<file path="src/rtl/pito_csr_apb_master.sv">
// CSR-to-APB3 master bridge: decodes a CSR window onto NUM_SLV slaves, posts writes through a
// FIFO, blocks on reads, and reports slave errors and wait-state timeouts.
module pito_csr_apb_master #(
  parameter int unsigned NUM_SLV      = 4,
  parameter int unsigned REGS_PER_SLV = 32,
  parameter logic [11:0] CSR_BASE     = 12'hF20,
  parameter int unsigned FIFO_DEPTH   = 4,
  parameter int unsigned TIMEOUT      = 255,
  parameter int unsigned ADDR_W       = 12
) (
  input  logic              clk,
  input  logic              rst_n,
  input  logic              req_valid_i,
  output logic              req_ready_o,
  input  logic              req_write_i,
  input  logic [11:0]       req_addr_i,
  input  logic [31:0]       req_wdata_i,
  output logic              rsp_valid_o,
  output logic [31:0]       rsp_rdata_o,
  output logic              rsp_err_o,
  output logic              wr_err_o,
  output logic [11:0]       wr_err_addr_o,
  output logic              busy_o,
  output logic [ADDR_W-1:0] apb_paddr_o,
  output logic [NUM_SLV-1:0] apb_psel_o,
  output logic              apb_penable_o,
  output logic              apb_pwrite_o,
  output logic [31:0]       apb_pwdata_o,
  input  logic [31:0]       apb_prdata_i,
  input  logic              apb_pready_i,
  input  logic              apb_pslverr_i
);

  localparam int unsigned WinLo = 32'(CSR_BASE);
  localparam int unsigned WinHi = WinLo + NUM_SLV * REGS_PER_SLV;
  localparam int unsigned PtrW  = (FIFO_DEPTH > 1) ? $clog2(FIFO_DEPTH) : 1;
  localparam int unsigned CntW  = $clog2(FIFO_DEPTH + 1);
  localparam int unsigned WaitW = (TIMEOUT > 0) ? $clog2(TIMEOUT + 1) : 1;

  typedef enum logic [1:0] {StIdle, StSetup, StAccess} state_e;

  function automatic logic in_win(input logic [11:0] a);
    return (32'(a) >= WinLo) && (32'(a) < WinHi);
  endfunction

  function automatic logic [NUM_SLV-1:0] sel_of(input logic [11:0] a);
    int unsigned off;
    off = 32'(a) - WinLo;
    return NUM_SLV'(1) << (off / REGS_PER_SLV);
  endfunction

  function automatic logic [ADDR_W-1:0] paddr_of(input logic [11:0] a);
    int unsigned off;
    off = 32'(a) - WinLo;
    return ADDR_W'((off % REGS_PER_SLV) * 4);
  endfunction

  state_e            state_q;
  logic [WaitW-1:0]  wait_q;
  logic              rd_out_q;
  logic              xfer_write_q;
  logic [11:0]       xfer_addr_q;

  logic [11:0]       fifo_addr_q [FIFO_DEPTH];
  logic [31:0]       fifo_data_q [FIFO_DEPTH];
  logic [PtrW-1:0]   wr_ptr_q, wr_ptr_d, rd_ptr_q, rd_ptr_d;
  logic [CntW-1:0]   cnt_q, cnt_d;

  logic req_in_win, req_fire, push, pop;
  logic oow_wr, oow_rd, iw_rd;
  logic timeout_hit, acc_done, acc_err;

  assign req_in_win = in_win(req_addr_i);

  // Full test uses the registered count so a same-cycle pop never frees a slot.
  always_comb begin
    req_ready_o = 1'b0;
    if (req_write_i) begin
      req_ready_o = req_in_win ? (cnt_q != CntW'(FIFO_DEPTH)) : 1'b1;
    end else begin
      req_ready_o = req_in_win ? ((cnt_q == '0) && (state_q == StIdle) && !rd_out_q)
                               : !rd_out_q;
    end
  end

  assign req_fire    = req_valid_i & req_ready_o;
  assign push        = req_fire & req_write_i & req_in_win;
  assign iw_rd       = req_fire & ~req_write_i & req_in_win;
  assign oow_wr      = req_fire & req_write_i & ~req_in_win;
  assign oow_rd      = req_fire & ~req_write_i & ~req_in_win;
  assign pop         = (state_q == StIdle) && (cnt_q != '0);
  assign timeout_hit = (TIMEOUT != 0) && (wait_q == WaitW'(TIMEOUT));
  assign acc_done    = apb_pready_i | timeout_hit;
  assign acc_err     = apb_pready_i ? apb_pslverr_i : 1'b1;
  assign busy_o      = (state_q != StIdle) | (cnt_q != '0) | rd_out_q;

  always_comb begin
    wr_ptr_d = wr_ptr_q + PtrW'(push);
    rd_ptr_d = rd_ptr_q + PtrW'(pop);
    cnt_d    = cnt_q + CntW'(push) - CntW'(pop);
  end

  always_ff @(posedge clk) begin
    if (push) begin
      fifo_addr_q[wr_ptr_q] <= req_addr_i;
      fifo_data_q[wr_ptr_q] <= req_wdata_i;
    end
  end

  always_ff @(posedge clk or negedge rst_n) begin
    if (!rst_n) begin
      wr_ptr_q <= '0;
      rd_ptr_q <= '0;
      cnt_q    <= '0;
    end else begin
      wr_ptr_q <= wr_ptr_d;
      rd_ptr_q <= rd_ptr_d;
      cnt_q    <= cnt_d;
    end
  end

  always_ff @(posedge clk or negedge rst_n) begin
    if (!rst_n) begin
      state_q       <= StIdle;
      wait_q        <= '0;
      rd_out_q      <= 1'b0;
      xfer_write_q  <= 1'b0;
      xfer_addr_q   <= '0;
      apb_psel_o    <= '0;
      apb_penable_o <= 1'b0;
      apb_paddr_o   <= '0;
      apb_pwrite_o  <= 1'b0;
      apb_pwdata_o  <= '0;
      rsp_valid_o   <= 1'b0;
      rsp_rdata_o   <= '0;
      rsp_err_o     <= 1'b0;
      wr_err_o      <= 1'b0;
      wr_err_addr_o <= '0;
    end else begin
      rsp_valid_o <= 1'b0;
      wr_err_o    <= 1'b0;
      if (iw_rd) rd_out_q <= 1'b1;

      unique case (state_q)
        StIdle: begin
          if (pop) begin
            xfer_write_q <= 1'b1;
            xfer_addr_q  <= fifo_addr_q[rd_ptr_q];
            apb_psel_o   <= sel_of(fifo_addr_q[rd_ptr_q]);
            apb_paddr_o  <= paddr_of(fifo_addr_q[rd_ptr_q]);
            apb_pwrite_o <= 1'b1;
            apb_pwdata_o <= fifo_data_q[rd_ptr_q];
            state_q      <= StSetup;
          end else if (iw_rd) begin
            // A read is only accepted with an empty FIFO in IDLE, so it issues at once.
            xfer_write_q <= 1'b0;
            xfer_addr_q  <= req_addr_i;
            apb_psel_o   <= sel_of(req_addr_i);
            apb_paddr_o  <= paddr_of(req_addr_i);
            apb_pwrite_o <= 1'b0;
            apb_pwdata_o <= '0;
            state_q      <= StSetup;
          end
        end
        StSetup: begin
          apb_penable_o <= 1'b1;
          wait_q        <= '0;
          state_q       <= StAccess;
        end
        StAccess: begin
          if (acc_done) begin
            apb_psel_o    <= '0;
            apb_penable_o <= 1'b0;
            apb_paddr_o   <= '0;
            apb_pwrite_o  <= 1'b0;
            apb_pwdata_o  <= '0;
            state_q       <= StIdle;
            if (!xfer_write_q) begin
              rsp_valid_o <= 1'b1;
              rsp_rdata_o <= acc_err ? 32'h0 : apb_prdata_i;
              rsp_err_o   <= acc_err;
              rd_out_q    <= 1'b0;
            end else if (acc_err) begin
              wr_err_o      <= 1'b1;
              wr_err_addr_o <= xfer_addr_q;
            end
          end else begin
            wait_q <= wait_q + 1'b1;
          end
        end
        default: state_q <= StIdle;
      endcase

      // Out-of-window write reported last: it owns the pulse if it collides with an APB error.
      if (oow_wr) begin
        wr_err_o      <= 1'b1;
        wr_err_addr_o <= req_addr_i;
      end
      if (oow_rd) begin
        rsp_valid_o <= 1'b1;
        rsp_rdata_o <= '0;
        rsp_err_o   <= 1'b1;
      end
    end
  end

endmodule

</file>
<file path="config.mk">
export PLATFORM = sky130hd
export DESIGN_NAME = pito_csr_apb_master
export DESIGN_NICKNAME = d
export VERILOG_FILES = /design/src/rtl/pito_csr_apb_master.sv
export SDC_FILE = /design/constraint.sdc
export NUM_CORES = 1
export LEC_CHECK = 0
export CAP_MARGIN = 5
export CORE_MARGIN = 2
export CORE_UTILIZATION = 53
export CTS_CLUSTER_DIAMETER = 60
export CTS_CLUSTER_SIZE = 24
export DETAILED_ROUTE_END_ITERATION = 16
export PLACE_DENSITY = 0.87
export SLEW_MARGIN = 15
export SYNTH_ARGS = -nofsm -noshare
export SYNTH_HDL_FRONTEND = slang
export SYNTH_SLANG_ARGS = --single-unit
</file>
<file path="constraint.sdc">
create_clock -name clk -period 6.51 [get_ports clk]
set_clock_uncertainty 0.2 [all_clocks]
set_input_delay 1.6275 -clock clk [delete_from_list [all_inputs] [get_ports clk]]
set_output_delay 1.6275 -clock clk [all_outputs]
set_load 0.05 [all_outputs]
</file>
-- Word level (Yosys, flattened, before mapping)
Memory sizes are Yosys's and may differ from the RTL's.
Cells that the tools add are included.
- reduce and logical (&&, ||, !) cells: 25
- muxes and demuxes: 58
- eq/ne operators: 8
- bitwise gates (word level): 12
- shift operators: 2
- order comparisons: 2
- add/subtract/negate cells: 7
- operators with widths (kind ; count):
    2-to-1 mux 32 bit ; 8
    2-to-1 mux 12 bit ; 10
    case mux 32 bit (2 select lines) ; 1
    << shifter 1 x 27 -> 4 bit, first input constant ; 2
    2-to-1 mux 1 bit ; 26
    subtractor 12 x 12 -> 13 bit, second input constant ; 2
    case mux 12 bit (2 select lines) ; 1
    nonzero test 2 bit ; 10
    case mux 8 bit (2 select lines) ; 1
    >= comparator 12 bit, second input constant ; 1
    < comparator 12 bit, second input constant ; 1
    2-to-1 mux 4 bit ; 3
    adder 8 x 1 -> 8 bit, second input constant ; 1
    equality test 8 bit, second input constant ; 1
    2-to-1 mux 8 bit ; 1
    case mux 4 bit (2 select lines) ; 1
    AND reduction 2 bit ; 4
    bitwise AND 1 bit ; 7
    2-to-1 mux 2 bit ; 3
    != test 3 bit, second input constant ; 2
    case mux 2 bit (3 select lines) ; 1
    AND reduction 3 bit ; 2
    adder 2 x 1 -> 2 bit ; 2
    logical AND 1 bit ; 4
    other kinds (14) ; 19
- memories kept: 2
- input bits: 82
- logic and storage cells: 134
- register bits after elaboration: 128
- bits in writable memories: 176
- output and inout port bits: 99
- memories (name ; depth ; width ; rd ports ; clocked after Yosys merged registers in ; write ports ; RTL line ; RTL):
    fifo_data_q ; 4 ; 32 ; 1 ; 0 ; 1 ; 65 ; logic [31:0] fifo_data_q [FIFO_DEPTH];
    fifo_addr_q ; 4 ; 12 ; 1 ; 0 ; 1 ; 64 ; logic [11:0] fifo_addr_q [FIFO_DEPTH];

-- Longest topological paths before layout
- depth after elaboration: 12
- depth in mapped cells: 12
- gate-level depth less buffers: 11

-- Worst setup path after synthesis
Ideal clock, no wire load.
- path kind: in2reg
- start point: input req_addr_i[6]
- end point: memory fifo_addr_q[1][0] (enable)
- setup slack: -0.331 ns
- stages: 6
- data arrival time: 6.132 ns
- required time: 5.801 ns
- buffers on the path: 1
- setup time: 0.509 ns
- path through: or2_1 > a31o_1 > or2_0 > or2_2 > clkbuf_1 > nor3b_1
- word-level cells in the longest chain between the ends: 9
- elaborated cells between the ends (all ways): 11
- those cells by class: 2 x order compare; 5 x mux; 3 x bitwise; 1 x reduce/logical
- RTL lines (what ; RTL line ; RTL):
    from (decl) ; 16 ; input logic [11:0] req_addr_i,
    >= comparator 12 bit or < comparator 12 bit (tied branches) ; 43 ; return (32'(a) >= WinLo) && (32'(a) < WinHi);
    logical AND 1 bit * ; 43 ;
    2-to-1 mux 1 bit, on equally long branches ; 81, 79 ;
    2-to-1 mux 1 bit ; 78 ; if (req_write_i) begin
    bitwise AND 1 bit ; 86 ; assign req_fire = req_valid_i & req_ready_o;
    bitwise AND 1 bit ; 87 ; assign push = req_fire & req_write_i & req_in_win;
    bitwise AND 1 bit * ; 87 ;
    2-to-1 mux 1 bit * ; 104 ; if (push) begin
    2-to-1 mux 1 bit (not written as such) * ; 105 ; fifo_addr_q[wr_ptr_q] <= req_addr_i;
    to (decl) ; 64 ;
Mark *: on every way between the ends. The rest lies on a longest branch, timed or not.

-- Worst setup path after layout
- start point: input req_addr_i[5]
- end point: output req_ready_o
- word-level cells in the longest chain between the ends: 4
- elaborated cells between the ends (all ways): 6
- those cells by class: 2 x order compare; 3 x mux; 1 x reduce/logical
- RTL lines (what ; RTL line ; RTL):
    >= comparator 12 bit or < comparator 12 bit (tied branches) ; 43 ;
    logical AND 1 bit * ; 43 ;
    2-to-1 mux 1 bit, on equally long branches ; 81, 79 ;
    2-to-1 mux 1 bit * ; 78 ;
    to (decl) ; 14 ; output logic req_ready_o,
Marked as above.

==> impl_metrics.csv <==
group,metric,value,unit
outcome,status,"finished, final reports clean",
setup_path,path_cells,"clkdlybuf4s50_1 > inv_1 > ha_1 > inv_1 > a311oi_1 > or2_0 > a21oi_1 > o31ai_1 > buf_4",
routing,wl,24100,um
setup_path,rr_worst_depth,7,
placement,port_buffers,173,
grt,overflow,0,
synth,yosysMostFrequentCell,"edfxtp_1",
placement,hpwl,15100,um
clocking,clock_latency,0.51,ns
floorplanning,core_area,21200,um2
setup_path,critical_path_buf_inv_count,4,
setup_path,timing.rr.end,"cnt_q[1]",
power,powerDensity,401,nW/um2
setup_path,cp_top_family,"buffers and inverters",
synth,yosysTopAreaCellShare,46.0,%
clocking,hold_buffers,0,
synth,yosys-top-cells-count,"176 x edfxtp_1, 121 x dfrtp_1, 69 x a22o_1",
routing,antenna_left,0,
synth,synth-main-ff-cell,"edfxtp_1",
worst_hold_path,whs_path_depth,1,
floorplanning,rows,53,
cells_and_area,fin_nets,930,
setup_path,crit_top_cell,"inv_1",
synth,synth_area_leaders,"edfxtp_1 46%, dfrtp_1 26%, mux4_2 8.6%, a22o_1 5.3%, mux2i_1 1.4%",
setup_path,cp-start-kind,"primary input",
floorplanning,dieArea,22900,um2
power,pwr-share-comb,34.9,%
clocking,post_cts.repair.setup_buffers,0,
synth,yosysUniqueCellTypes,54,
floorplanning,fp.dieW,151,um
sta,hold_violations,0,
synth,yosysSeqAreaShare,72.4,%
sta,worst_pin_slew,1.10,ns
clocking,clock_sinks,297,
synth,ys_ff_latch,297,
synth,synth_edf_count,176,
setup_path,cp_slowest_stage_delay,0.57,ns
setup_path,cp_data_arrival_time,3.98,ns
setup_path,crit_fanout,10,
setup_path,worstSetupPathType,"primary input to output pin",
sta,period_share,89.2,%
routing,num_vias,6490,
power,ir_worst_vdd,359,uV
grt,grt_usage,21.6,%
synth,async_reset_ff_share,40.7,%
sta,setup_viol,0,
setup_path,worstSetupEndpointType,"output pin",
clocking,clkTransAtPathRegs,0.09,ns
synth,ys.warnings.count,0,
setup_path,slowest_stage,"clkdlybuf4s50_1",
floorplanning,io_pins,181,
synth,netlist.top_cell.by_area,"edfxtp_1",
synth,synth_area,11500,um2
sta,tns,0,ns
worst_hold_path,holdCritPathClass,"register to register",
sta,rsz0062_at_grt,"no",
power,intPower,3.63,mW
cells_and_area,synthToLayoutAreaGrowth,23.1,%
grt,grt_pass1_vias,6648,
power,p_leak,5.29,nW
clocking,cts_root_buf,"clkbuf_16",
sta,clock.fmax,0.172,GHz
clocking,ctsLongestPathBuffers,3,
sta,fin_crit,5.81,ns
synth,syn_inst,664,
setup_path,cp.required,4.68,ns
routing,drc_errors,0,
floorplanning,start_util,54.3,%
floorplanning,die_h,151,um
clocking,cts_made_buffers,19,
setup_path,regToRegSetupSlack,3.06,ns
clocking,cts_resized,0,
routing,wire_per_inst,21.4,um
grt,grt_pass1_wl,37500,um
cells_and_area,drive_gt1_share,13.3,%
grt,antenna_found_initial,0,
flow_run,timing.max_cap.violations,0,
routing,drt_iter0_drc,433,
routing,vias_per_cell,5.76,
power,power_frac_clock,21.7,%
placement,place.gp.congestion,0.857,
clocking,cts_tree,"built",
power,switching_share,36.1,%
cells_and_area,finish.utilization,66.8,%
sta,max_slew_margin,26.0,%
cells_and_area,antenna_cells,0,
grt,grt_start_max_net_pins,71,
sta,slew_violations,0,
power,switchingPower,2.05,mW
worst_hold_path,min_to,"apb_pwrite_o",
routing,drt-pass1-iter-count,5,
power,power_frac_seq,43.3,%
worst_hold_path,hold_start,"apb_pwrite_o",
synth,avgSynthCellArea,17.3,um2
clocking,h-tree-depth,1,
setup_path,rr_startpoint,"state_q[1]",
==> per-stage QoR <==
| step | hold WS (ns) | power [mW] | cell area, um2 | cells | setup slack, ns |
|---|---|---|---|---|---|
| finish | 0.291 | 5.67 | 14100 | 1127 | 0.701 |
| global route | 0.322 | 5.95 | 14100 | 1127 | 0.551 |
| CTS | 0.296 | 5.73 | 14100 | 1126 | 0.700 |
| detailed placement | 0.271 | 4.48 | 13500 | 1092 | 0.757 |
| global placement | 0.260 | 4.43 | 13500 | 1092 | 0.833 |
| floorplan | 0.266 | 3.88 | 11500 | 670 | 0.863 |
==> how the worst max path moves through the flow <==
stage | from | end | slack, ns | cells past startpoint
after floorplan | req_addr_i[6] | req_ready_o | 0.86 | 7
after global placement | req_addr_i[6] | req_ready_o | 0.83 | 8
after detailed placement | req_addr_i[5] | req_ready_o | 0.76 | 9
after CTS | req_addr_i[5] | req_ready_o | 0.70 | 9
after global routing | req_addr_i[5] | req_ready_o | 0.55 | 9
final | req_addr_i[5] | req_ready_o | 0.70 | 9
==> area by class of cell <==
class / instances / area, um2
Inverter: 21 / 78.8
Multi-Input combinational cell: 312 / 2920
Tap cell: 275 / 344
Timing Repair Buffer: 188 / 1850
Clock inverter: 10 / 114
Sequential cell: 297 / 8320
Fill cell: 1426 / 7020
Clock buffer: 24 / 504
==> metal layers <==
metal / wire length [um] / track usage (%) / vias to the layer above
met5: 0 / 0 / -
met4: 463 / 5.09 / 0
met3: 1740 / 3.86 / 28
met2: 12200 / 37.0 / 245
met1: 9650 / 29.2 / 3310
li1: - / - / 2907
==> power groups by stage <==
| stage | Sequential (mW) | Combinational (mW) | Clock, mW |
|---|---|---|---|
| detailed placement | 2.50 | 1.98 | 0 |
| global route | 2.50 | 2.12 | 1.33 |
| global placement | 2.49 | 1.94 | 0 |
| CTS | 2.47 | 2.00 | 1.26 |
| floorplan | 2.84 | 1.03 | 0 |
| finish | 2.46 | 1.98 | 1.23 |
==> kinds of logic after synthesis <==
group                    count (synthesis)  share of synthesized area (%)
XOR/XNOR                                 8                          0.610
AO/OA/AOI/OAI                          132                           8.92
adder cells (fa/ha/maj)                  9                           1.05
buffers and inverters                   61                           2.74
other                                    1                         0.0327
AND/OR/NAND/NOR                         91                           3.72
multiplexers                            65                           10.5
flip-flops                             297                           72.4
==> sequential cells by signal, indices dropped and copies added (netlist names) <==
name	count
wr_err_addr_o	12
xfer_write_q	1
xfer_addr_q	12
rsp_valid_o	1
rd_ptr_q	2
wait_q	8
fifo_addr_q	48
fifo_data_q	128
apb_pwrite_o	1
rsp_err_o	1
rsp_rdata_o	32
wr_err_o	1
state_q	2
rd_out_q	1
apb_pwdata_o	32
wr_ptr_q	2
apb_psel_o	4
apb_paddr_o	5
apb_penable_o	1
cnt_q	3
==> cell usage in the layout, fill, tap and decap left out, types with 8 or more instances in the layout <==
cell | synthesis | final
a22o_1 | 69 | 69
inv_1 | 21 | 20
ha_1 | 8 | 8
nand2_1 | 26 | 26
clkbuf_16 | 0 | 19
dfrtp_1 | 121 | 119
a21oi_1 | 19 | 19
clkdlybuf4s50_1 | 0 | 171
mux2i_1 | 16 | 16
o21ai_0 | 15 | 15
edfxtp_1 | 176 | 176
nor2_1 | 31 | 31
buf_4 | 7 | 16
mux4_2 | 44 | 44
Power figures use the tool's default switching activity.
